<file path="config.mk">
export PLATFORM = sky130hd
export DESIGN_NAME = rep3_tx
export DESIGN_NICKNAME = d
export VERILOG_FILES = /design/src/rtl/rep3_tx.sv
export SDC_FILE = /design/constraint.sdc
export NUM_CORES = 1
export LEC_CHECK = 0
export ABC_AREA = 1
export BUFFER_PORTS_ARGS = -buffer_cell sky130_fd_sc_hd__buf_2
export CORE_MARGIN = 2
export CORE_UTILIZATION = 40
export DETAILED_ROUTE_END_ITERATION = 7
export GPL_TIMING_DRIVEN = 0
export SYNTH_ARGS = -nofsm -noshare
export SYNTH_HDL_FRONTEND = slang
export SYNTH_SLANG_ARGS = --single-unit
</file>
<file path="constraint.sdc">
create_clock -name clk -period 3.25 [get_ports clk]
set_clock_uncertainty 0.2 [all_clocks]
set_input_delay 0 -clock clk [delete_from_list [all_inputs] [get_ports clk]]
set_output_delay 0 -clock clk [all_outputs]
set_load 0.05 [all_outputs]
</file>
<file path="src/rtl/rep3_tx.sv">
// rep3_tx: triple-repetition serial transmitter.
//
// Accepts a DATA_W-bit word over a valid/ready handshake. It sends the word
// LSB-first on a 1-bit stream, with each bit repeated as three consecutive
// copies so that a downstream majority voter can correct one bad copy.
//
// Optional feature macro: REP3_TX_PARITY_EN
//   When defined, one even-parity bit (XOR of the captured word) follows the
//   data bits and is also sent as three copies. FRAME_BITS is then DATA_W+1.
//
// Ports:
//   clk        in   clock, rising edge
//   rst        in   asynchronous active-high reset
//   din        in   parallel word to send
//   din_valid  in   din is valid
//   din_ready  out  word can be accepted (IDLE only)
//   tx         out  current serial copy
//   tx_valid   out  tx carries a copy
//   tx_ready   in   channel accepts the current copy
//   tx_copy    out  copy index 0..2 of the current bit
//   tx_last    out  current copy is the final copy of the frame
module rep3_tx #(
    parameter int DATA_W = 8
) (
    input  logic              clk,
    input  logic              rst,
    input  logic [DATA_W-1:0] din,
    input  logic              din_valid,
    output logic              din_ready,
    output logic              tx,
    output logic              tx_valid,
    input  logic              tx_ready,
    output logic [1:0]        tx_copy,
    output logic              tx_last
);

`ifdef REP3_TX_PARITY_EN
    localparam int FRAME_BITS = DATA_W + 1;
`else
    localparam int FRAME_BITS = DATA_W;
`endif
    localparam int BCW = $clog2(DATA_W + 2);
    localparam logic [BCW-1:0] LAST_BIT = BCW'(FRAME_BITS - 1);

    typedef enum logic {IDLE, SEND} state_t;

    state_t                state_q, state_d;
    logic [FRAME_BITS-1:0] sh_q, sh_d;
    logic [BCW-1:0]        bit_q, bit_d;
    logic [1:0]            copy_q, copy_d;
    logic                  tx_q, tx_d;
    logic                  tx_valid_q, tx_valid_d;
    logic [1:0]            tx_copy_q, tx_copy_d;
    logic                  tx_last_q, tx_last_d;
    logic                  xfer;

    assign xfer      = tx_valid_q && tx_ready;
    assign din_ready = (state_q == IDLE);
    assign tx        = tx_q;
    assign tx_valid  = tx_valid_q;
    assign tx_copy   = tx_copy_q;
    assign tx_last   = tx_last_q;

    always_ff @(posedge clk or posedge rst) begin
        if (rst) begin
            state_q    <= IDLE;
            sh_q       <= '0;
            bit_q      <= '0;
            copy_q     <= '0;
            tx_q       <= 1'b0;
            tx_valid_q <= 1'b0;
            tx_copy_q  <= 2'd0;
            tx_last_q  <= 1'b0;
        end else begin
            state_q    <= state_d;
            sh_q       <= sh_d;
            bit_q      <= bit_d;
            copy_q     <= copy_d;
            tx_q       <= tx_d;
            tx_valid_q <= tx_valid_d;
            tx_copy_q  <= tx_copy_d;
            tx_last_q  <= tx_last_d;
        end
    end

    always_comb begin
        state_d = state_q;
        sh_d    = sh_q;
        bit_d   = bit_q;
        copy_d  = copy_q;
        case (state_q)
            IDLE: begin
                if (din_valid) begin
`ifdef REP3_TX_PARITY_EN
                    sh_d = {^din, din};
`else
                    sh_d = din;
`endif
                    bit_d   = '0;
                    copy_d  = 2'd0;
                    state_d = SEND;
                end
            end
            SEND: begin
                if (xfer) begin
                    if (copy_q == 2'd2) begin
                        copy_d = 2'd0;
                        sh_d   = sh_q >> 1;
                        bit_d  = bit_q + 1'b1;
                    end else begin
                        copy_d = copy_q + 2'd1;
                    end
                    if (tx_last_q) state_d = IDLE;
                end
            end
            default: state_d = IDLE;
        endcase

        // Outputs are registered: load them from the next-state values so
        // they line up with the state they describe.
        tx_valid_d = (state_d == SEND);
        tx_d       = (state_d == SEND) && sh_d[0];
        tx_copy_d  = copy_d;
        tx_last_d  = (state_d == SEND) && (bit_d == LAST_BIT) && (copy_d == 2'd2);
    end

endmodule

</file>
# --- Word level (Yosys, flattened, before mapping) ---
# Cells that the tools add are included.
totals:
  word_cells: 37
  ram_bits: 0
  register_bits: 17
  input_bits: 12
  out_inout_bits: 6
  mem_count: 0
  romBits: 0
  latchBits: 0
op_classes:
  n_mul: 0
  n_addsub: 2
  n_div: 0
  n_bitwise: 1
  n_shift: 0
  reduce_logical: 5
  eq_ne: 6
  order_cmp: 0
  n_mux: 16
ops:
  columns: ["cell", "n"]
  rows:
  - ["$mux 8", 3]
  - ["$pmux 8 s2", 1]
  - ["$mux 4", 3]
  - ["$pmux 4 s2", 1]
  - ["$mux 2", 3]
  - ["$add 4x1->4 const B", 1]
  - ["$eq 2x2->1 const B", 2]
  - ["$eq 4x3->1 const B", 1]
  - ["$logic_and 1x1->1", 4]
  - ["$ne 2x1->1 const B", 2]
  - ["$pmux 2 s2", 1]
  - ["$mux 1", 3]
  - ["$reduce_and 3->1", 1]
  - ["$add 2x1->2 const B", 1]
  - ["$ne 2x2->1 const B", 1]
  - ["$pmux 1 s2", 1]
  - ["$not 1->1", 1]

# --- Longest topological paths before layout ---
# Gate-level depths: netlist of the first run.
depth:
  ltp_word: 7
  ltp_mapped: 8
  ltp_nobuf: 8

# --- Least setup slack after synthesis of the first run ---
# No wires, ideal clock.
synth_path:
  path_type: "register to register"
  start: "register tx_valid_q, in the netlist tx_valid"
  end: "register tx_last_q, in the netlist tx_last"
  required_time_ns: 2.970
  setup_slack_ns: 1.241
  period_less_slack_ns: 2.009
  setup_time_ns: 0.080
  stages_incl_launch_ff: 7
  arrival_time_ns: 1.729
  path_buffers: 0
  path_cell_list: "dfrtp_1 > inv_1 > a21oi_1 > nand3_1 > nand2_1 > nand3_1 > nor3_2"
synth_via:
  elab_cells_between_ends: 12
  classes_between: "2 x eq/ne; 6 x mux; 1 x bitwise; 3 x reduce/logical"
synth_rtl:
  columns: ["element", "line", "rtl"]
  rows:
  - ["start: declaration", "52", "logic tx_valid_q, tx_valid_d;"]
  - ["start signal: assignment", "80", "tx_valid_q <= tx_valid_d;"]
  - ["$not 1->1", null, null]
  - ["via din_ready", "29", "output logic din_ready,"]
  - ["$pmux 2 s2", "91", "case (state_q)"]
  - ["via copy_d[1]", "50", "logic [1:0] copy_q, copy_d;"]
  - ["$eq 2x2->1", "124", "tx_last_d = (state_d == SEND) && (bit_d == LAST_BIT) && (copy_d == 2'd2);"]
  - ["$logic_and 1x1->1", "124", null]
  - ["via tx_last_d", "54", "logic tx_last_q, tx_last_d;"]
  - ["end signal: assignment", "82", "tx_last_q <= tx_last_d;"]
  - ["end: declaration", "54", null]
# The timed path passes the listed nets, and every way through them passes these cells.
# A chain may end at the register's enable or synchronous reset.

# --- Final worst setup path of the first run ---
layout_path:
  start: "register tx_valid_q, in the netlist tx_valid"
  end: "register tx_q, in the netlist tx"
layout_via:
  elab_chain_cells: 4
  elab_cells_between_ends: 7
  classes_between: "4 x mux; 1 x bitwise; 2 x reduce/logical"
layout_lines:
  columns: ["element", "line", "rtl"]
  rows:
  - ["$logic_and 1x1->1", "57", "assign xfer = tx_valid_q && tx_ready;"]
  - ["$mux 1 / $mux 8 (equally long branches)", "105", "if (xfer) begin"]
  - ["$pmux 1 s2 / $pmux 8 s2 (equally long branches)", "91", null]
  - ["$logic_and 1x1->1 *", "122", "tx_d = (state_d == SEND) && sh_d[0];"]
  - ["via tx_d", "51", "logic tx_q, tx_d;"]
  - ["end signal: assignment", "79", "tx_q <= tx_d;"]
  - ["end: declaration", "51", null]
# The timed path passes the listed nets; every way through them passes the cells marked *. The select of a mux whose other input is x is not followed.

==> results.tsv, run 1 <==
stage	metric	value	unit
yosys	synth_warnings	0	
pwr	switching_share	42.77	%
pwr	p_leak	0.0005986	uW
critical_path	cp.arrival	1.98	ns
floorplan	start_util	42.87	%
floorplan	dieWidth	50.09	microns
critical_path	crit_slowest_cell	dlygate4sd3_1	
clocking	cts.sinks	17	
yosys	synth.most_common_cell	nand2_1	
pwr	power_frac_clock	15.2	%
clocking	cts.clk_slew.worst_paths	0.11	ns
timing	slew_violations	0	
yosys	syn-num-nets	117	
drt	drc	0	
finish	drive_above_1_share	20.29	%
finish	area_growth	32.84	%
timing	rsz0062_at_grt	no	
timing	final-hold-violation-count	0	
status	status	finished, final reports clean	
yosys	ys_types	17	
yosys	ys.flop_type	dfrtp_1	
critical_path	critical_path_buf_inv_count	2	
global_route	antenna_found_initial	0	
finish	num_antenna_cells	0	
floorplan	coreArea	1982	sq um
clocking	cts_buffers	3	
timing	max_slew_margin	57.88	%
yosys	synth.area.top_cells	dfrtp_1 50%, nand2_1 17%, inv_1 6.6%	
timing	max_freq	512.2	MHz
timing	finalSetupTns	0	ns
drt	totalWireLength	1686	microns
global_route	grt_max_degree	18	
critical_path	regToRegStartpoint	tx_valid	
yosys	yosys.area.top_type	dfrtp_1	
yosys	ys_seq_area_share	50.07	%
critical_path	startpoint	tx_valid	
pwr	p_seq_share	43.5	%
critical_path	critPathMaxFanout	10	
timing	setup_violations	0	
yosys	ys_async_sr_fraction	100.0	%
drt	num_vias	763	
clocking	clk_latency	0.29	ns
global_route	grt_usage	16.01	%
drt	ant_nets	0	
critical_path	required	3.28	ns
yosys	synth_top_area_share	50.07	%
critical_path	worstPathCellList	nor2_1 -> buf_4 -> a22oi_1 -> dlygate4sd3_1 -> a21oi_1	
clocking	h-tree-depth	1	
critical_path	crit_family	buffers and inverters	
pwr	internal_power	443.8	uW
yosys	synth-seq-cells	17	
placed_design	port_buffers	17	
clocking	post-cts-setup-buffers	0	
clocking	cts_tree	built	
global_route	grt_pass1_wl	3084	microns
yosys	syn_inst	104	
global_route	grt_overflow	0	
placed_design	place_congestion	0.7739	
clocking	clockBufferDepth	2	
run	maxCapViolations	0	
timing	layout_min_cycle_time	1.952	ns
drt	wire_per_inst	10.22	microns
pwr	vdd_drop_max	384.2	uV
drt	viasPerCell	4.624	
timing	finalCritPeriodShare	60.07	%
floorplan	num_rows	16	
global_route	grt_pass1_vias	756	
pwr	switchingPower	331.6	uW
drt	drtPass1Iterations	3	
critical_path	crit_path_max_incr_delay	0.58	ns
drt	first_iter_violations	9	
worst_hold_path	hold_class	input port to asynchronous set/reset pin	
finish	final_nets	152	
pwr	pwr-share-comb	41.3	%
critical_path	path_class	flip-flop to flip-flop	
yosys	syn_area	849.6	sq um
yosys	synth_common_cells	38 x nand2_1, 17 x dfrtp_1, 15 x inv_1	
clocking	cts_root_buf	clkbuf_4	
placed_design	post_dp_cell_area	968.4	sq um
critical_path	start_kind	flip-flop	
floorplan	io_pins	18	
timing	worstMarginPinSlew	0.6310	ns
yosys	synth-edff-count	0	
floorplan	fp.dieH	50.09	microns
yosys	postSynthAreaPerCell	8.169	sq um
critical_path	worst_setup_path_end_kind	flip-flop	
finish	final_cell_area	1129	sq um
floorplan	die-area	2509	sq um
pwr	p_per_area	687.1	nW/um^2
placed_design	place_hpwl	1201	microns
## final timing paths
kind | end | slack (ns) | cells after the start
max in group asynchronous | bit_q[0] | 2.31 | 3
max reg2reg | tx | 1.30 | 5
max | tx | 1.30 | 5
min | sh_q[4] | 0.13 | 3
min in group clk | sh_q[7] | 0.26 | 3
min reg2reg | sh_q[6] | 0.29 | 2
## routing by layer
| metal | part of all wire [%] | global-route usage [%] |
|---|---|---|
| met1 | 50 | 20.08 |
| met2 | 44 | 26.54 |
| met3 | 3.9 | 3.030 |
| met4 | 1.6 | 6.944 |
| met5 | 0 | 0 |
## cell usage in the layout, fill, tap and decap left out
cell type	Yosys	layout
nand2_1	38	38
dfrtp_1	17	17
buf_2	0	17
inv_1	15	15
dlygate4sd3_1	0	13
a22oi_1	7	7
nand3_1	7	7
nor2_1	6	6
a21oi_1	3	3
clkbuf_4	0	3
nand3_2	2	2
buf_4	1	1
nand2_2	1	1
nor2_4	1	1
buf_6	1	1
o211ai_1	1	1
o21ai_0	1	1
nor3_2	1	1
a22o_1	1	1
ha_1	1	1
clkinvlp_4	0	1
## final cells by class
cell class / count / area [sq um]
fill: 203 / 853.3
clock buffer: 3 / 22.52
buffer: 2 / 18.77
clock inverter: 1 / 7.507
sequential: 17 / 425.4
timing repair buffer: 30 / 215.2
tap: 27 / 33.78
multi-input combinational: 70 / 349.1
inverter: 15 / 56.30
## cells by family after synthesis
group | share of synthesized area, %
AO/OA/AOI/OAI | 10.46
buffers and inverters | 8.836
adder cells (fa/ha/maj) | 1.473
AND/OR/NAND/NOR | 29.16
flip-flops | 50.07
## state kept, by name (all words and copies together), names as in the netlist
| signal | flops |
|---|---|
| tx | 1 |
| tx_last | 1 |
| tx_copy | 2 |
| tx_valid | 1 |
| bit_q | 4 |
| sh_q | 8 |
## what timing repair did
item | CTS | global route
hold buffers | 13 | 0
endpoints found under the hold margin | 32 | 0
resized for setup | 0 | 0
## worst min-delay path: cells and delay by family
kind / cells / cell delay (ns)
buffers and inverters: 3 / 1.12
## power groups by stage
stage | logic (uW) | registers [uW] | clock network, uW
3_5_place_dp | 304 | 341 | 0
5_1_grt | 364 | 347 | 131
6_report | 321 | 337 | 118
4_1_cts | 324 | 337 | 121
2_1_floorplan | 180 | 394 | 0
3_3_place_gp | 303 | 339 | 0
## stage by stage
stage	power, uW	worst slack, ns	utilization (%)	cells	hold WS (ns)
after detailed placement	645.8	1.629	48.86	148	-0.07023
after global placement	642.4	1.582	48.86	148	-0.07919
after global routing	842.7	1.191	56.94	165	0.1867
after CTS	782.5	1.289	56.94	165	0.1398
final	775.5	1.298	56.94	165	0.1305
after floorplan	573.5	1.241	-	104	-0.2739
No activity file was read; power rests on OpenSTA's default activity.
==> inputs of run 2 (changes only) <==
- clock period: 3.25 -> 1.9 ns (I/O delays scaled with it)
==> run 2 against run 1 <==
  * Non-clock buffer count increased by 3
  * Global-route usage decreased by 0.21 points
  * Via count increased by 0.13%
==> results.tsv, run 2 (synthesis gave the netlist of run 1 again) <==
stage	metric	value	unit
status	status	finished, final reports clean	
drt	ant_nets	0	
global_route	antenna_found_initial	0	
critical_path	crit_end	tx	
finish	final_cell_mix	38 x nand2_1, 17 x buf_2, 16 x dfrtp_1	
global_route	grt_pass1_vias	720	
worst_hold_path	hold_class	input port to asynchronous set/reset pin	
drt	wire_per_inst	10.85	microns
floorplan	num_rows	16	
floorplan	fp.dieH	50.09	microns
critical_path	regToRegStartpoint	tx_valid	
clocking	h-tree-depth	1	
finish	fillers	168	
finish	drive_above_1_share	23.40	%
clocking	cts_root_buf	clkbuf_4	
critical_path	cp.arrival	1.84	ns
timing	worstMarginPinSlew	0.6360	ns
drt	first_iter_violations	5	
floorplan	io_pins	18	
floorplan	coreArea	1982	sq um
critical_path	worst-r2r-setup-slack	0.07	ns
pwr	p_leak	0.0006140	uW
finish	largest_reg_flops	8	
timing	finalCritPeriodShare	96.16	%
finish	final_common_cell	nand2_1	
timing	max_slew_margin	57.55	%
timing	setup_violations	0	
critical_path	required	1.91	ns
critical_path	startpoint	tx_valid	
drt	viasPerCell	4.548	
critical_path	start_kind	flip-flop	
clocking	cts_tree	built	
clocking	cts.clk_slew.worst_paths	0.10	ns
timing	max_freq	547.3	MHz
clocking	cts.sinks	17	
critical_path	ff2ff_path_depth	5	
global_route	grt_overflow	0	
placed_design	port_buffers	17	
global_route	grt_max_degree	18	
floorplan	start_util	42.87	%
timing	finalSetupTns	0	ns
clocking	clockBufferDepth	2	
placed_design	dp.cells	148	
finish	num_antenna_cells	0	
clocking	clk_latency	0.29	ns
drt	num_vias	764	
critical_path	r2r_end	tx	
pwr	vdd_drop_max	658.9	uV
timing	final-hold-violation-count	0	
floorplan	dieWidth	50.09	microns
drt	drtPass1Iterations	2	
placed_design	place_hpwl	1238	microns
drt	totalWireLength	1823	microns
critical_path	worst_setup_path_end_kind	flip-flop	
finish	final_core_util	58.90	%
global_route	grt_usage	15.79	%
run	maxCapViolations	0	
critical_path	critPathMaxFanout	7	
drt	drc	0	
pwr	p_per_area	1142	nW/um^2
timing	layout_min_cycle_time	1.827	ns
critical_path	path_class	flip-flop to flip-flop	
finish	final_nets	155	
placed_design	place_congestion	0.8262	
floorplan	die-area	2509	sq um
global_route	grt_pass1_wl	3042	microns
finish	area_growth	37.41	%
timing	slew_violations	0	
finish	top_register	sh_q	
finish	final_cells	168	
clocking	cts_buffers	3	
==> run 2: final cells by class <==
| cell class | count | area, sq um | share of cell area, % |
|---|---|---|---|
| buffer | 2 | 22.52 | 1.929 |
| clock buffer | 4 | 26.28 | 2.251 |
| inverter | 15 | 56.30 | 4.823 |
| multi-input combinational | 70 | 360.3 | 30.87 |
| sequential | 17 | 426.7 | 36.55 |
| tap | 27 | 33.78 | 2.894 |
| timing repair buffer | 33 | 241.5 | 20.69 |
==> run 2: metal layers <==
metal / wire length, microns / track usage [%]
met2: 851 / 26.10
met5: 0 / 0
met4: 14 / 6.944
met3: 47 / 2.727
met1: 909 / 20.00
==> run 2: report_power, final <==
group	switching, uW	leakage [uW]	internal, uW
sequential	89.2	0.000215	492
clock	109	0.0000150	81.5
combinational	367	0.000384	195
==> run 2: what timing repair did <==
item	in CTS	in global routing
endpoints found under the hold margin	32	0
buffers inserted	0	2
hold buffers	13	0
setup endpoints to repair	0	2
gates resized for setup	0	4
==> run 2: worst min path at each step <==
stage	startpoint	endpoint	slack [ns]	cells past startpoint
after floorplan	rst	bit_q[0]	-0.27	1
after global placement	rst	sh_q[2]	-0.08	2
after detailed placement	rst	sh_q[1]	-0.08	2
after CTS	rst	sh_q[4]	0.15	3
after global routing	rst	tx_copy[1]	0.21	3
final	rst	sh_q[4]	0.13	3
==> run 2: critical path, cell delays in order, from the launching register on <==
cell and delay [ns]:
dfrtp_2 0.48, nor2_4 0.16, buf_6 0.14, a22oi_1 0.06, dlygate4sd3_1 0.59, a21oi_1 0.14
==> run 2: stage by stage <==
step / hold slack [ns] / instance area (sq um) / setup WS (ns) / total power [uW]
3_3_place_gp: -0.08303 / 969.7 / 0.3477 / 1097
2_1_floorplan: -0.2740 / 850.8 / 0.1537 / 981.5
3_5_place_dp: -0.07506 / 969.7 / 0.3315 / 1113
5_1_grt: 0.2083 / 1167 / -0.01065 / 1454
4_1_cts: 0.1535 / 1126 / 0.01012 / 1340
6_report: 0.1282 / 1167 / 0.07290 / 1333
==> inputs of run 3 (changes only) <==
- PLACE_DENSITY: not set -> 0.63
==> run 3 against run 2 <==
  * Cell area fell by 4.1%
  * Largest cell class unchanged
  * Via count fell by 0.26%
  * Die area did not move
  * Sequential power barely moved
  * Critical path type unchanged
  * First-iteration DRC count rose to 4.2 times the previous value
  * Count of clock-buffer cells in the layout fell by 1
  * Non-clock buffer count fell by 4
  * Critical endpoint is now tx_copy[1]
==> results.tsv, run 3 (synthesis gave the netlist of run 1 again) <==
stage	metric	value	unit
floorplan	coreArea	1982	sq um
finish	area_growth	31.81	%
timing	final-hold-violation-count	0	
finish	regArea	426.7	sq um
global_route	grt_max_degree	18	
timing	max_slew_margin	56.70	%
finish	final_core_util	56.50	%
finish	final_cell_mix	38 x nand2_1, 17 x buf_2, 16 x dfrtp_1	
critical_path	worstPathCellList	inv_1 -> a21oi_1 -> nand3_1 -> nand2_1 -> dlygate4sd3_1	
clocking	cts_tree	built	
finish	top_register	sh_q	
critical_path	crit_path_max_incr_delay	0.55	ns
clocking	clk_latency	0.30	ns
pwr	p_seq_share	43.4	%
floorplan	die-area	2509	sq um
floorplan	num_rows	16	
clocking	post-cts-setup-buffers	0	
global_route	grt_overflow	0	
finish	largest_reg_flops	8	
drt	num_vias	762	
critical_path	path_class	flip-flop to flip-flop	
clocking	clockBufferDepth	2	
pwr	switching_share	42.91	%
global_route	grt_pass1_wl	2829	microns
timing	layout_min_cycle_time	1.753	ns
critical_path	worst_setup_path_end_kind	flip-flop	
timing	worstMarginPinSlew	0.6488	ns
worst_hold_path	hold_class	input port to asynchronous set/reset pin	
finish	final_common_cell	nand2_1	
drt	viasPerCell	4.646	
placed_design	place_hpwl	1209	microns
finish	multiInputGateArea	349.1	sq um
pwr	vdd_drop_max	615.0	uV
clocking	cts.clk_slew.worst_paths	0.10	ns
critical_path	critPathMaxFanout	8	
critical_path	cp.arrival	1.80	ns
pwr	power.total	1331	uW
timing	slew_violations	0	
clocking	h-tree-depth	1	
timing	finalSetupTns	0	ns
timing	finalCritPeriodShare	92.25	%
critical_path	required	1.94	ns
placed_design	post_dp_cell_area	969.7	sq um
pwr	power_frac_clock	15.2	%
drt	wire_per_inst	10.57	microns
clocking	cts.sinks	17	
floorplan	io_pins	18	
finish	fillers	187	
pwr	internal_power	760.0	uW
run	maxCapViolations	0	
finish	final_nets	151	
placed_design	port_buffers	17	
drt	drtPass1Iterations	4	
floorplan	dieWidth	50.09	microns
finish	drive_above_1_share	21.17	%
timing	max_freq	570.5	MHz
pwr	pwr-share-comb	41.4	%
drt	ant_nets	0	
placed_design	place_congestion	0.7586	
drt	totalWireLength	1734	microns
drt	first_iter_violations	21	
clocking	cts_resized	0	
critical_path	start_kind	flip-flop	
clocking	cts_buffers	3	
finish	num_antenna_cells	0	
timing	setup_violations	0	
floorplan	fp.dieH	50.09	microns
clocking	cts_root_buf	clkbuf_4	
pwr	p_per_area	1189	nW/um^2
pwr	switchingPower	571.3	uW
floorplan	start_util	42.87	%
critical_path	crit_slowest_cell	dlygate4sd3_1	
global_route	antenna_found_initial	0	
global_route	grt_pass1_vias	685	
status	status	finished, final reports clean	
drt	drc	0	
timing	rsz0062_at_grt	no	
global_route	grt_usage	15.04	%
pwr	p_leak	0.0005968	uW
finish	final_cell_area	1120	sq um
-- run 3: cell count changes in the layout (fill, tap and decap cells not counted), sizes merged --
cell / change
buf: -2
clkdlybuf4s15: -1
clkinvlp: +1
dlygate4sd3: -1
clkbuf: -1
-- run 3: worst paths after layout --
check / slack, ns / cells past startpoint / start / endpoint
setup / recovery: 0.15 / 5 / tx_valid / tx_copy[1]
hold / removal: 0.11 / 3 / rst / sh_q[5]
setup reg to reg: 0.15 / 5 / tx_valid / tx_copy[1]
hold reg to reg: 0.29 / 2 / sh_q[3] / sh_q[3]
max in group asynchronous: 0.94 / 3 / rst / tx_valid
min in group clk: 0.26 / 4 / din[5] / sh_q[5]
-- run 3: metal layers --
metal | GRT usage, % | wire length [microns]
met2 | 23.68 | 757
met1 | 18.69 | 835
met4 | 9.722 | 47
met5 | 0 | 0
met3 | 2.727 | 93
-- run 3: power by group through the flow --
stage	logic, uW	registers (uW)	clock network, uW
final	551	578	203
after global routing	609	595	224
after CTS	553	578	210
after detailed placement	521	585	0
after global placement	515	581	0
after floorplan	308	674	0
-- run 3: per-stage QoR --
step | hold slack (ns) | setup WS [ns] | cells
4_1_cts | 0.1265 | 0.1462 | 164
3_5_place_dp | -0.07926 | 0.3747 | 148
6_report | 0.1121 | 0.1472 | 164
5_1_grt | 0.1823 | 0.05168 | 164
3_3_place_gp | -0.08025 | 0.3392 | 148
2_1_floorplan | -0.2740 | 0.1537 | 104
-- run 3: repair_timing --
action                                  CTS  global route
endpoints found under the setup margin    0             0
hold buffers                             12             0
hold endpoints to repair                 33             0
-- run 3: area by class of cell --
| class | count | area share (%) |
|---|---|---|
| Sequential cell | 17 | 38.10 |
| Multi-Input combinational cell | 70 | 31.17 |
| Timing Repair Buffer | 29 | 18.32 |
| Inverter | 15 | 5.028 |
| Tap cell | 27 | 3.017 |
| Clock buffer | 3 | 2.011 |
| Buffer | 2 | 1.676 |
| Clock inverter | 1 | 0.6704 |
-- run 3: worst max-delay path: cells and delay by family (launching register included) --
family | cells | cell delay (ns)
AO/OA/AOI/OAI | 1 | 0.21
buffers and inverters | 2 | 0.63
AND/OR/NAND/NOR | 2 | 0.20
flip-flops | 1 | 0.45
